### src/rtl/mac8_dot_seq.sv
// mac8_dot_seq: job sequencer for one 8-bit MAC slice with a 24-bit accumulator.
// Latches a job configuration, streams N operand/coefficient pairs into the MAC,
// seeds the accumulator on the first term (clear or round), waits one cycle for
// the MAC output to settle, then holds the captured 8-bit result on a
// valid/ready port until it is taken.
module mac8_dot_seq #(
  parameter int LEN_W = 8
) (
  input  logic             MAC_ACC_CLK,
  input  logic             MAC_ACC_RST,
  // job request / configuration
  input  logic             start_valid,
  output logic             start_ready,
  input  logic [LEN_W-1:0] cfg_len_m1,
  input  logic [5:0]       cfg_out_sel,
  input  logic             cfg_sat,
  input  logic             cfg_tc,
  input  logic             cfg_rnd,
  input  logic             abort,
  // operand stream
  input  logic             in_valid,
  output logic             in_ready,
  input  logic [7:0]       in_oper,
  input  logic [7:0]       in_coef,
  // result port
  output logic             res_valid,
  input  logic             res_ready,
  output logic [7:0]       res_data,
  output logic             busy,
  // MAC slice control
  output logic [7:0]       MAC_OPER_DATA,
  output logic [7:0]       MAC_COEF_DATA,
  output logic             EFPGA_MATHB_CLK_EN,
  output logic             MAC_ACC_CLEAR,
  output logic             MAC_ACC_RND,
  output logic             MAC_ACC_SAT,
  output logic [5:0]       MAC_OUT_SEL,
  output logic             MAC_TC,
  input  logic [7:0]       MAC_OUT
);

  typedef enum logic [1:0] {
    S_IDLE  = 2'd0,
    S_RUN   = 2'd1,
    S_DRAIN = 2'd2,
    S_DONE  = 2'd3
  } state_t;

  state_t           state_r;
  state_t           state_next_s;

  // latched job configuration, stable for the whole job
  logic [LEN_W-1:0] len_m1_r;
  logic [5:0]       out_sel_r;
  logic             sat_r;
  logic             tc_r;
  logic             rnd_r;

  // one extra bit so the count can never wrap before the final compare
  logic [LEN_W:0]   cnt_r;
  logic [7:0]       res_data_r;

  logic             kill_s;
  logic             start_fire_s;
  logic             accept_s;
  logic             first_beat_s;
  logic             last_beat_s;
  logic             capture_s;

  // Handshake decode; abort and reset both suppress any MAC strobe this cycle
  always_comb begin
    kill_s       = abort | MAC_ACC_RST;
    start_fire_s = (state_r == S_IDLE) & start_valid;
    accept_s     = (state_r == S_RUN) & in_valid & ~kill_s;
    first_beat_s = accept_s & (cnt_r == {(LEN_W+1){1'b0}});
    last_beat_s  = accept_s & (cnt_r == {1'b0, len_m1_r});
    capture_s    = (state_r == S_DRAIN) & ~kill_s;
  end

  // Next-state logic
  always_comb begin
    state_next_s = state_r;
    case (state_r)
      S_IDLE: begin
        if (start_valid) begin
          state_next_s = S_RUN;
        end else begin
          state_next_s = S_IDLE;
        end
      end
      S_RUN: begin
        if (abort) begin
          state_next_s = S_IDLE;
        end else if (last_beat_s) begin
          state_next_s = S_DRAIN;
        end else begin
          state_next_s = S_RUN;
        end
      end
      S_DRAIN: begin
        if (abort) begin
          state_next_s = S_IDLE;
        end else begin
          state_next_s = S_DONE;
        end
      end
      S_DONE: begin
        if (abort || res_ready) begin
          state_next_s = S_IDLE;
        end else begin
          state_next_s = S_DONE;
        end
      end
      default: begin
        state_next_s = S_IDLE;
      end
    endcase
  end

  // State register
  always_ff @(posedge MAC_ACC_CLK) begin
    if (MAC_ACC_RST) begin
      state_r <= S_IDLE;
    end else begin
      state_r <= state_next_s;
    end
  end

  // Configuration latch, loaded only when a job is accepted
  always_ff @(posedge MAC_ACC_CLK) begin
    if (MAC_ACC_RST) begin
      len_m1_r  <= {LEN_W{1'b0}};
      out_sel_r <= 6'd0;
      sat_r     <= 1'b0;
      tc_r      <= 1'b0;
      rnd_r     <= 1'b0;
    end else if (start_fire_s) begin
      len_m1_r  <= cfg_len_m1;
      out_sel_r <= cfg_out_sel;
      sat_r     <= cfg_sat;
      tc_r      <= cfg_tc;
      rnd_r     <= cfg_rnd;
    end else begin
      len_m1_r  <= len_m1_r;
      out_sel_r <= out_sel_r;
      sat_r     <= sat_r;
      tc_r      <= tc_r;
      rnd_r     <= rnd_r;
    end
  end

  // Term counter: zeroed at job start, advanced on each accepted beat
  always_ff @(posedge MAC_ACC_CLK) begin
    if (MAC_ACC_RST) begin
      cnt_r <= {(LEN_W+1){1'b0}};
    end else if (start_fire_s) begin
      cnt_r <= {(LEN_W+1){1'b0}};
    end else if (accept_s) begin
      cnt_r <= cnt_r + {{LEN_W{1'b0}}, 1'b1};
    end else begin
      cnt_r <= cnt_r;
    end
  end

  // Result capture at the end of the settle cycle; held through DONE
  always_ff @(posedge MAC_ACC_CLK) begin
    if (MAC_ACC_RST) begin
      res_data_r <= 8'd0;
    end else if (capture_s) begin
      res_data_r <= MAC_OUT;
    end else begin
      res_data_r <= res_data_r;
    end
  end

  // Port drive. The MAC strobes must be combinational with the accepted
  // beat so the product of that beat lands on the same clock edge.
  assign start_ready        = (state_r == S_IDLE);
  assign in_ready           = (state_r == S_RUN);
  assign busy               = (state_r != S_IDLE);
  assign res_valid          = (state_r == S_DONE);
  assign res_data           = res_data_r;

  assign MAC_OPER_DATA      = in_oper;
  assign MAC_COEF_DATA      = in_coef;
  assign EFPGA_MATHB_CLK_EN = accept_s;
  assign MAC_ACC_CLEAR      = first_beat_s & ~rnd_r;
  assign MAC_ACC_RND        = first_beat_s & rnd_r;
  assign MAC_ACC_SAT        = sat_r;
  assign MAC_OUT_SEL        = out_sel_r;
  assign MAC_TC             = tc_r;

endmodule

### config.mk
export PLATFORM = sky130hd
export DESIGN_NAME = mac8_dot_seq
export DESIGN_NICKNAME = d
export VERILOG_FILES = /design/src/rtl/mac8_dot_seq.sv
export SDC_FILE = /design/constraint.sdc
export NUM_CORES = 1
export LEC_CHECK = 0
export ABC_AREA = 1
export BUFFER_PORTS_ARGS = -buffer_cell sky130_fd_sc_hd__buf_2
export CORE_ASPECT_RATIO = 0.6
export CORE_MARGIN = 2
export CORE_UTILIZATION = 51
export CTS_BUF_LIST = sky130_fd_sc_hd__clkbuf_4
export DETAILED_ROUTE_END_ITERATION = 12
export PLACE_DENSITY = 0.88
export SETUP_SLACK_MARGIN = 0.5
export SLEW_MARGIN = 20
export SYNTH_ARGS = -nofsm -noshare
export SYNTH_HDL_FRONTEND = slang
export SYNTH_SLANG_ARGS = --single-unit
### constraint.sdc
create_clock -name MAC_ACC_CLK -period 2 [get_ports MAC_ACC_CLK]
set_input_delay 0.4 -clock MAC_ACC_CLK [delete_from_list [all_inputs] [get_ports MAC_ACC_CLK]]
set_output_delay 0.4 -clock MAC_ACC_CLK [all_outputs]
set_load 0.02 [all_outputs]
==> impl_metrics.tcl, run 1 <==
set metrics [dict create \
    synth-seq-cells 36 \
    vias 1776 \
    setup_tns_ns 0 \
    crit_path_end_kind "primary output" \
    drtIter0Drc 148 \
    fmax_mhz 536.2 \
    die_h_um 49.30 \
    clock-sinks 36 \
    min_from "MAC_ACC_RST" \
    hold_path_class "in -> reg" \
    synth_nets 293 \
    hold_violations 0 \
    ys.flop_type "dfxtp_1" \
    htree_num_levels 2 \
    overflow 0 \
    ir_drop_v 0.0003779 \
    drc 0 \
    r2r-start "state_r[1]" \
    dpl_cell_area_mm2 0.001967 \
    cp.required_ns 1.60 \
    io_pins 86 \
    syn_area_mm2 0.001744 \
    first_pass_iters 4 \
    track_usage_pct 23.91 \
    syn_area_per_cell_um2 7.148 \
    setup_viol 0 \
    min_path_cells 2 \
    fp-row-count 16 \
    slew_viol_final 0 \
    hpwl_um 3066 \
    grt_pass1_wl_um 7203 \
    crit_type "reg -> out" \
    leakage_nw 1.049 \
    clock-root-buffer "clkbuf_4" \
    fin_nets 348 \
    core-area_mm2 0.003263 \
    antenna_found_initial 0 \
    cts_max_path_buffers 2 \
    arrival_ns 1.46 \
    worst_slew_pin_slew_ns 0.6485 \
    ff2ff_path_depth 12 \
    critPathLaunchType "flop" \
    grt_pass1_vias 1616 \
    grt_max_degree 27 \
    powerDensity_mw_per_mm2 600.8 \
    r2r_slack_ns 0.39 \
    clk_pin_slew_worst_paths_ns 0.12 \
    drive_above_1_share_pct 39.33 \
    synth_cell_type_count 29 \
    stdcell_area_mm2 0.002298 \
    synthCells 244 \
    hold_ws_ns 0.2775 \
    cts_hold_buffers 0 \
    synthArstFlopShare_pct 0 \
    rsz0062_at_grt "true" \
    start_util_pct 53.45 \
    place_inst 322 \
    cts_made_buffers 5 \
    vias_per_cell 5.148 \
    ant_nets 0 \
    max_cap_violations 0 \
    fin_util_pct 70.44 \
    period_minus_slack_ns 1.865 \
    syn2layout_area_growth_pct 31.78 \
    ys_seq_area_share_pct 41.32 \
    avgRoutedWirePerCell_um 14.47 \
    maxSlewHeadroom_pct 56.72 \
    worst_skew_pair.late_latency_ns 0.35 \
    critical_path.max_fanout 2 \
    synth_edf_count 0 \
    yosysWarnings 0 \
    r2r_end "state_r[0]" \
    die_w_um 79.50 \
    hold_path_end "state_r[1]" \
    n_antenna_cell 0 \
    cts_tree "built" \
    portBuffers 53 \
    outcome "finished clean" \
    finalCritPeriodShare_pct 93.25 \
    layout.cells.non_filler 345 \
    place_congestion 0.9022 \
    die_area_mm2 0.003919 \
    wl_um 4991 \
    clock_skew_ns 0.01365 \
]
==> layout by cell type, fill, tap and decap left out, types with 2 or more instances in the layout <==
cell,count
nand2_2,3
nor2_4,4
clkinv_2,2
nand3_1,5
dfxtp_1,29
nor2_2,5
inv_1,16
nand2_1,36
dfxtp_4,2
buf_6,11
xnor2_1,3
ha_4,2
dfxtp_2,5
inv_2,6
nor3_1,4
inv_4,2
buf_2,46
buf_4,14
clkbuf_4,5
a21oi_1,16
nor2_1,41
nor3_2,2
o21ai_0,27
==> where the power goes <==
part / total [mW] / internal (mW) / switching (mW)
Sequential: 0.762 / 0.745 / 0.0174
Combinational: 0.225 / 0.0924 / 0.132
Clock: 0.394 / 0.135 / 0.259
==> cell usage after synthesis (2+ instances only) <==
library cell	instances	area (um^2)
buf_4	16	120.1
dfxtp_1	36	720.7
nor2_2	3	18.77
xnor2_1	3	26.28
nor2_1	46	172.7
nand2_1	39	146.4
o21ai_0	27	135.1
inv_1	21	78.83
nand3_1	6	30.03
a21oi_1	16	80.08
clkbuf_1	3	11.26
ha_1	2	25.02
inv_2	3	11.26
buf_2	2	10.01
nor3_1	7	35.03
==> worst max path at each step <==
stage / startpoint / end / slack (ns) / depth (start not counted)
finish: cnt_r[1] / MAC_ACC_CLEAR / 0.14 / 7
global placement: MAC_ACC_RST / MAC_ACC_CLEAR / 0.25 / 7
floorplan: state_r[0] / MAC_ACC_CLEAR / 0.40 / 6
CTS: cnt_r[1] / MAC_ACC_CLEAR / 0.1 / 7
global route: cnt_r[1] / MAC_ACC_CLEAR / 0.04 / 7
detailed placement: abort / MAC_ACC_CLEAR / 0.20 / 7
==> critical path, cell delays in order, from the launching register on <==
cell	delay, ns
dfxtp_2	0.34
inv_2	0.08
ha_4	0.14
nand2_4	0.05
nor3_4	0.16
nand3_4	0.13
nor2_4	0.11
buf_6	0.12
==> state kept, by name, summed over array words and instances (netlist names) <==
register     flops
MAC_TC           1
cnt_r            9
rnd_r            1
MAC_ACC_SAT      1
MAC_OUT_SEL      6
res_data         8
len_m1_r         8
state_r          2
==> cell type report <==
type,count,area (um^2)
Clock buffer,5,37.54
Clock inverter,3,18.77
Fill cell,254,964.7
Inverter,25,98.84
Multi-Input combinational cell,160,893.4
Sequential cell,36,734.5
Tap cell,45,56.30
Timing Repair Buffer,71,459.2
==> logic make-up after synthesis <==
group	share of synthesized area, %
AO/OA/AOI/OAI	13.27
XOR/XNOR	2.009
adder cells (fa/ha/maj)	1.434
AND/OR/NAND/NOR	27.98
flip-flops	41.32
buffers and inverters	13.99
==> routing by layer <==
metal	track usage, %	vias to the layer above	part of all wire (%)
met5	0	-	0
met4	11.49	0	1.5
met3	7.778	10	8.4
met2	36.13	81	47
met1	30.74	820	43
li1	-	865	-
==> stage by stage <==
stage / setup slack, ns / total power [mW]
after CTS: 0.09564 / 1.354
after detailed placement: 0.1999 / 0.9681
after global routing: 0.04433 / 1.461
after global placement: 0.2495 / 0.9614
final: 0.1350 / 1.381
after floorplan: 0.4022 / 0.9423
==> repair_timing <==
action | in CTS | in global routing
setup buffers | 8 | 7
setup endpoints to repair | 6 | 15
resized for setup | 21 | 31
pin swaps | 6 | 5
(Power assumes the default switching activity.)
==> inputs of run 2 (changes only) <==
- SETUP_SLACK_MARGIN: 0.5 -> 0.02
==> impl_metrics.tcl, run 2 (synthesis gave the netlist of run 1 again) <==
set metrics [dict create \
    die_h_um 49.30 \
    htree_num_levels 2 \
    n_antenna_cell 0 \
    wl_um 3942 \
    p_int_mw 1.095 \
    vias 1639 \
    fin_util_pct 63.50 \
    slew_viol_final 0 \
    fp-row-count 16 \
    cts_made_buffers 5 \
    final_common_cell "buf_2" \
    grt_max_degree 27 \
    total_power_mw 1.463 \
    track_usage_pct 21.02 \
    start_util_pct 53.45 \
    arrival_ns 1.48 \
    ir_drop_v 0.0004605 \
    clock-root-buffer "clkbuf_4" \
    drtIter0Drc 114 \
    maxSlewHeadroom_pct 56.43 \
    critical_path.max_fanout 3 \
    die_area_mm2 0.003919 \
    seqPwrFrac_pct 52.1 \
    p_switching_mw 0.3687 \
    r2r-start "state_r[1]" \
    worst_skew_pair.late_latency_ns 0.33 \
    preCtsSetupSlack_ns 0.2788 \
    clock_skew_ns 0.008706 \
    setup_viol 0 \
    leakage_nw 0.9686 \
    setup_ws_ns 0.1198 \
    first_pass_iters 4 \
    powerDensity_mw_per_mm2 706.3 \
    antenna_found_initial 0 \
    syn2layout_area_growth_pct 18.79 \
    cp.required_ns 1.60 \
    cts_max_path_buffers 2 \
    crit_path_end_kind "primary output" \
    finalCritPeriodShare_pct 94.01 \
    hold_path_class "in -> reg" \
    portBuffers 53 \
    worst_slew_pin_slew_ns 0.6528 \
    critPathLaunchType "flop" \
    largest_register_ffs 9 \
    grt_pass1_vias 1502 \
    grt_pass1_wl_um 6451 \
    swShare_pct 25.19 \
    max_cap_violations 0 \
    stdcell_area_mm2 0.002072 \
    vias_per_cell 4.937 \
    die_w_um 79.50 \
    io_pins 86 \
    clock-sinks 36 \
    r2r_slack_ns 0.59 \
    cts_tree "built" \
    ff2ff_path_depth 6 \
    core-area_mm2 0.003263 \
    outcome "finished clean" \
    critPathLaunch "cnt_r[0]" \
    crit_path_end "MAC_ACC_CLEAR" \
    power_frac_clock_pct 35.1 \
    drive_above_1_share_pct 30.66 \
    p_comb_share_pct 12.8 \
    drc 0 \
    avgRoutedWirePerCell_um 11.87 \
    dpl_cell_area_mm2 0.001931 \
    r2r_end "cnt_r[1]" \
    period_minus_slack_ns 1.880 \
    ant_nets 0 \
    hold_violations 0 \
    hold_ws_ns 0.2977 \
    place_congestion 0.8349 \
    overflow 0 \
    top_register "cnt_r" \
    mostFrequentLayoutCells "51 x buf_2, 46 x nor2_1, 38 x nand2_1" \
    hpwl_um 2917 \
    fin_nets 335 \
    fmax_mhz 531.9 \
    crit_type "reg -> out" \
    clk_pin_slew_worst_paths_ns 0.11 \
]
## run 2: how the worst min path moves through the flow
stage | from | end | slack [ns] | cells past startpoint
detailed placement | MAC_OUT_SEL[0] | MAC_OUT_SEL[0] | 0.47 | 2
floorplan | len_m1_r[3] | len_m1_r[3] | 0.44 | 2
finish | MAC_ACC_RST | state_r[1] | 0.30 | 2
global placement | res_data[5] | res_data[5] | 0.46 | 2
CTS | MAC_ACC_RST | state_r[1] | 0.28 | 2
global route | MAC_ACC_RST | state_r[1] | 0.27 | 2
## run 2: power by group through the flow
stage	logic (mW)	clock network, mW	registers, mW
final	0.187	0.513	0.763
after CTS	0.184	0.521	0.762
after global routing	0.211	0.563	0.767
after floorplan	0.146	0	0.793
after detailed placement	0.184	0	0.779
after global placement	0.179	0	0.778
## run 2: metal layers
| layer | track usage, % | vias to the layer above | wire length, um | share of wire (%) |
|---|---|---|---|---|
| met1 | 27.61 | 750 | 1935 | 49 |
| met4 | 6.034 | 0 | 7 | 0.18 |
| met2 | 32.21 | 45 | 1740 | 44 |
| met3 | 7.963 | 2 | 259 | 6.6 |
| met5 | 0 | - | 0 | 0 |
| li1 | - | 842 | - | - |
## run 2: repair_timing
item                       in CTS  in global routing
setup endpoints to repair       0                  2
hold buffers                    0                  0
gates resized for setup         0                 14
buffers inserted                0                  3
## run 2: area by class of cell
cell class	count	area, um^2
clock buffers	6	45.04
clock inverters	2	35.03
fillers	286	1191
inverters	25	96.34
multi-input cells	160	805.8
flip-flops and latches	36	725.7
well taps	45	56.30
repair buffers	58	307.8
## run 2: stage by stage
stage,setup TNS [ns],std cells
after floorplan,0,244
after global placement,0,321
after detailed placement,0,321
after CTS,0,329
after global routing,-0.004612,332
final,0,332
## run 2: critical path: stages (launching register included)
cell and delay (ns):
dfxtp_2 0.35, inv_2 0.08, ha_4 0.13, nand2_2 0.05, nor3_2 0.14, nand3_1 0.13
nor2_1 0.14, buf_4 0.15
